`config.mk`:
```
export PLATFORM = sky130hd
export DESIGN_NAME = microcode_sequencer
export DESIGN_NICKNAME = d
export VERILOG_FILES = /design/src/rtl/microcode_sequencer.sv
export SDC_FILE = /design/constraint.sdc
export NUM_CORES = 1
export LEC_CHECK = 0
export BUFFER_PORTS_ARGS = -buffer_cell sky130_fd_sc_hd__buf_2
export CAP_MARGIN = 25
export CELL_PAD_IN_SITES_DETAIL_PLACEMENT = 0
export CELL_PAD_IN_SITES_GLOBAL_PLACEMENT = 1
export CORE_UTILIZATION = 38
export DETAILED_ROUTE_END_ITERATION = 8
export PLACE_DENSITY = 0.95
export SLEW_MARGIN = 20
export SYNTH_ARGS = -nofsm -noshare
export SYNTH_HDL_FRONTEND = slang
export SYNTH_SLANG_ARGS = --single-unit
```
`constraint.sdc`:
```
create_clock -name clk -period 10.9 [get_ports clk]
set_input_delay 2.18 -clock clk [delete_from_list [all_inputs] [get_ports clk]]
set_output_delay 2.18 -clock clk [all_outputs]
set_load 0.05 [all_outputs]
```
`src/rtl/microcode_sequencer.sv`:
```
// microcode_sequencer: registers the microcode control word and computes the next microcode address.
// Define USEQ_TRACE_EN to add the trace_cycles / trace_last_target debug outputs.
module microcode_sequencer #(
    parameter int U_ADDR_W = 14,
    parameter int CW_W = 112,
    parameter logic [U_ADDR_W-1:0] FETCH_UADDR = '0,
    parameter logic [U_ADDR_W-1:0] INT_UADDR = U_ADDR_W'(16)
) (
    input  logic                clk,
    input  logic                rst,
    input  logic [CW_W-1:0]     rom_cw,
    input  logic [7:0]          ir,
    input  logic [3:0]          alu_flags,
    input  logic [3:0]          u_flags,
    input  logic [7:0]          cpu_status,
    input  logic                irq_req,
    input  logic                dma_req,
    input  logic                mem_wait,
    output logic [U_ADDR_W-1:0] u_addr,
    output logic [CW_W-1:0]     cw,
    output logic                dma_ack,
    output logic                halted
`ifdef USEQ_TRACE_EN
    ,
    output logic [31:0]         trace_cycles,
    output logic [U_ADDR_W-1:0] trace_last_target
`endif
);
    typedef enum logic [1:0] {RUN, STALL, HALT, DMA} state_t;

    state_t              state_q;
    logic [U_ADDR_W-1:0] u_addr_q, u_addr_d, rel, disp;
    logic [CW_W-1:0]     cw_q;
    logic                dma_ack_q, halted_q;
    logic [1:0]          typ;
    logic [3:0]          fs;
    logic [15:0]         sel_vec;
    logic                irq_ok, cond, hold;

    always_comb begin
        typ = cw_q[1:0];
        fs = cw_q[10] ? u_flags : alu_flags;
        irq_ok = irq_req & cpu_status[1];
        sel_vec = {6'b0, irq_ok, cpu_status[4], dma_req, fs[1] | fs[0],
                   fs[0] | (fs[2] ^ fs[3]), fs[2] ^ fs[3], fs[3], fs[2], fs[1], fs[0]};
        cond = sel_vec[cw_q[14:11]] ^ cw_q[9];
        rel = u_addr_q + {{(U_ADDR_W-7){cw_q[8]}}, cw_q[8:2]};
        // at the minimum width the escape bit takes the place of ir[7]
        disp = U_ADDR_W'({cw_q[15], ir, 6'b0});
        if (U_ADDR_W == 14) disp[U_ADDR_W-1] = cw_q[15];
        hold = mem_wait & (cw_q[54] | cw_q[55]);
        u_addr_d = typ == 2'b00 ? rel :
                   typ == 2'b01 ? (cond ? rel : u_addr_q + U_ADDR_W'(1)) :
                   typ == 2'b10 ? (irq_ok ? INT_UADDR : FETCH_UADDR) : disp;
    end

    always_ff @(posedge clk or posedge rst) begin
        if (rst) begin
            state_q <= RUN;
            u_addr_q <= FETCH_UADDR;
            cw_q <= '0;
            dma_ack_q <= 1'b0;
            halted_q <= 1'b0;
        end else begin
            case (state_q)
                RUN, STALL: begin
                    if (hold) begin
                        state_q <= STALL;
                    end else if (typ == 2'b10 && dma_req) begin
                        state_q <= DMA;
                        dma_ack_q <= 1'b1;
                        cw_q <= '0;
                        u_addr_q <= FETCH_UADDR;
                    end else if (typ == 2'b10 && !irq_ok && cpu_status[4]) begin
                        state_q <= HALT;
                        halted_q <= 1'b1;
                        cw_q <= '0;
                        u_addr_q <= FETCH_UADDR;
                    end else begin
                        state_q <= RUN;
                        cw_q <= rom_cw;
                        u_addr_q <= u_addr_d;
                    end
                end
                HALT: begin
                    // cw stays zero on exit: a zero word re-reads the new address without moving
                    if (irq_ok || !cpu_status[4]) begin
                        state_q <= RUN;
                        halted_q <= 1'b0;
                        u_addr_q <= irq_ok ? INT_UADDR : FETCH_UADDR;
                    end
                end
                default: begin
                    if (!dma_req) begin
                        state_q <= RUN;
                        dma_ack_q <= 1'b0;
                    end
                end
            endcase
        end
    end

    assign u_addr = u_addr_q;
    assign cw = cw_q;
    assign dma_ack = dma_ack_q;
    assign halted = halted_q;

`ifdef USEQ_TRACE_EN
    logic [31:0]         trace_cycles_q;
    logic [U_ADDR_W-1:0] trace_last_target_q;

    always_ff @(posedge clk or posedge rst) begin
        if (rst) begin
            trace_cycles_q <= '0;
            trace_last_target_q <= '0;
        end else begin
            if (state_q == RUN && trace_cycles_q != '1) trace_cycles_q <= trace_cycles_q + 32'd1;
            if ((state_q == RUN || state_q == STALL) && !hold && typ == 2'b01 && cond)
                trace_last_target_q <= rel;
        end
    end

    assign trace_cycles = trace_cycles_q;
    assign trace_last_target = trace_last_target_q;
`endif
endmodule

```
==> flow_summary.ini <==
[yosys]
synth_area_leader_cell = dfrtp_1
synth-seq-cells = 130
synthTopCellsByArea = dfrtp_1 (54%), a22o_1 (16%), ha_1 (2.9%), o21ai_0 (2.1%), a21oi_1 (1.9%)
netlist_area_um2 = 6080
syn_area_per_cell_um2 = 11.3
ys_seq_area_frac = 0.535
async_flop_share = 1.00
synth-main-ff-cell = dfrtp_1
synth_top_cell_area_share = 0.535
synth.most_common_cell = dfrtp_1
ys_top_cells_by_count = dfrtp_1 (130), a22o_1 (111), nand2_1 (26)
syn_nets = 692
synth_edf_count = 0
syn_inst = 536
yosys_warnings = 0
ys_types = 56

[timing]
finalSetupTns_ps = 0
final-setup-viol-count = 0
hold_viol_final = 0
max_freq_mhz = 235
slew_violations = 0
slew_headroom = 0.422
rsz0062_at_grt = no
fin_crit_ps = 4260
fin_crit_sh = 0.391
timing.hold.ws_ps = 495
finalClockSkew_ps = 7.26
tightest_slew_ps = 868

[worst_setup_path]
cp_data_arrival_time_ps = 4550
crit_path_end_kind = flip-flop
cp.required_ps = 11200
worstPathCellList = buf_2 > nor2b_1 > a2111oi_0 > nor4_1 > a41o_2 > xor2_2 > nand2b_4 > mux2i_1 > a221o_1
cp_max_fo = 12
critical_path_class = in2reg
reg2reg_depth = 8
worst_setup_path_start_kind = primary input
max_stage_delay_ps = 580
cpMaxStageDelayCell = xor2_2

[grt]
grt_overflow = 0
grt_usage = 0.211
grt_pass1_vias = 5219
antenna_found_initial = 0
grt_max_degree = 103
grt_pass1_wl_um = 26800

[placement]
place_inst = 979
port_buffers = 261
routabilityCongestion = 0.858
hpwl_um = 12000

[route]
initialDrtViolationCount = 323
drt-total-wl_um = 17200
vias = 5317
viasPerCell = 5.27
drc = 0
detail_route.wl_per_cell_um = 17.0
firstDrtPassIters = 5
ant_nets = 0

[hold_path]
min_path_cells = 1
hp-class = reg2reg

[clock_tree]
clockRootBuffer = clkbuf_16
cts.sinks = 130
cts_setup_buffers = 0
cts_hold_buf = 0
cts_tree = yes
cts_max_level = 4
ctsResizeCount = 0
clk_pin_slew_ps = 60
clockBufferDepth = 2
numCtsBuffers = 17
clock_latency_ps = 410

[finish]
n_antenna_cell = 0
fin_cells = 1009
drive_gt1_frac = 0.387
layout.nets = 944
syn_to_final_growth_pct = 34.4

[run]
drv_cap = 0

[die]
rows = 45
die-area_um2 = 16500
dieHeight_um = 128
core_um2 = 15400
die_x_um = 128
start_util = 0.394
ios = 269

[run_status]
status = finished clean
flip-flops by register name, summed over array words and instances (netlist names):
register	count
cw	112
u_addr	14
state_q	2
dma_ack	1
halted	1
worst max-delay path: cells and delay by family:
family / cells / cell delay [ps]
AOI/OAI and AO/OA: 3 / 990
xor gates and xnor gates: 1 / 580
buffers and inverters: 1 / 110
muxes: 1 / 100
and+or+nand+nor: 3 / 590
per-layer routing:
metal	track usage	vias up	wire length [µm]
met4	0.0581	0	176
met1	0.275	2584	7320
met5	0	-	0
met3	0.0590	13	1080
met2	0.346	201	8600
li1	-	2519	-
placed cells by master, fill, tap and decap left out, drive strengths merged, types with 3 or more instances in the layout:
| master | netlist | routed |
|---|---|---|
| o211ai | 6 | 6 |
| buf | 13 | 269 |
| nand2 | 26 | 26 |
| ha | 14 | 14 |
| a31oi | 4 | 4 |
| or2 | 3 | 3 |
| clkinvlp | 0 | 3 |
| o21ai | 30 | 30 |
| nand3 | 21 | 21 |
| dfrtp | 130 | 130 |
| nor2b | 5 | 5 |
| clkinv | 1 | 6 |
| nor2 | 20 | 20 |
| clkbuf | 23 | 20 |
| a22o | 111 | 111 |
| o21a | 3 | 3 |
| mux2i | 9 | 9 |
| a21oi | 25 | 25 |
| inv | 10 | 10 |
| and3 | 8 | 8 |
| nand2b | 8 | 8 |
| xor2 | 11 | 11 |
| nor3 | 8 | 8 |
| xnor2 | 12 | 12 |
logic make-up after synthesis:
group / synth area share
AOI/OAI and AO/OA: 0.253
xor gates and xnor gates: 0.0344
adders and majority gates: 0.0321
buffers and inverters: 0.0352
DFF: 0.535
muxes: 0.0185
and+or+nand+nor: 0.0912
stage by stage:
stage	setup WS, ps	utilization	instance area, µm²
2_1_floorplan	5250	-	6080
3_3_place_gp	6080	0.487	7520
3_5_place_dp	6240	0.492	7590
4_1_cts	6660	0.528	8140
5_1_grt	6440	0.529	8170
6_report	6640	0.529	8170
path summary, 6_finish.rpt:
kind,startpoint,end,slack [ps]
max in group asynchronous,rst,cw[110],8230
min reg2reg,cw[91],cw[91],500
min,cw[91],cw[91],500
max reg2reg,cw[11],u_addr[11],7950
min in group asynchronous,rst,cw[64],1840
max,alu_flags[2],u_addr[11],6640
area by class of cell:
class / count / area, µm²
Sequential cell: 130 / 3250
Tap cell: 211 / 264
Inverter: 11 / 43.8
Clock inverter: 9 / 85.1
Fill cell: 1419 / 7260
Timing Repair Buffer: 269 / 1430
Multi-Input combinational cell: 359 / 2620
Clock buffer: 20 / 467
Power is left out: the tool's default activity adds up to more than one toggle a clock period on the data nets, which glitch-free logic cannot reach.
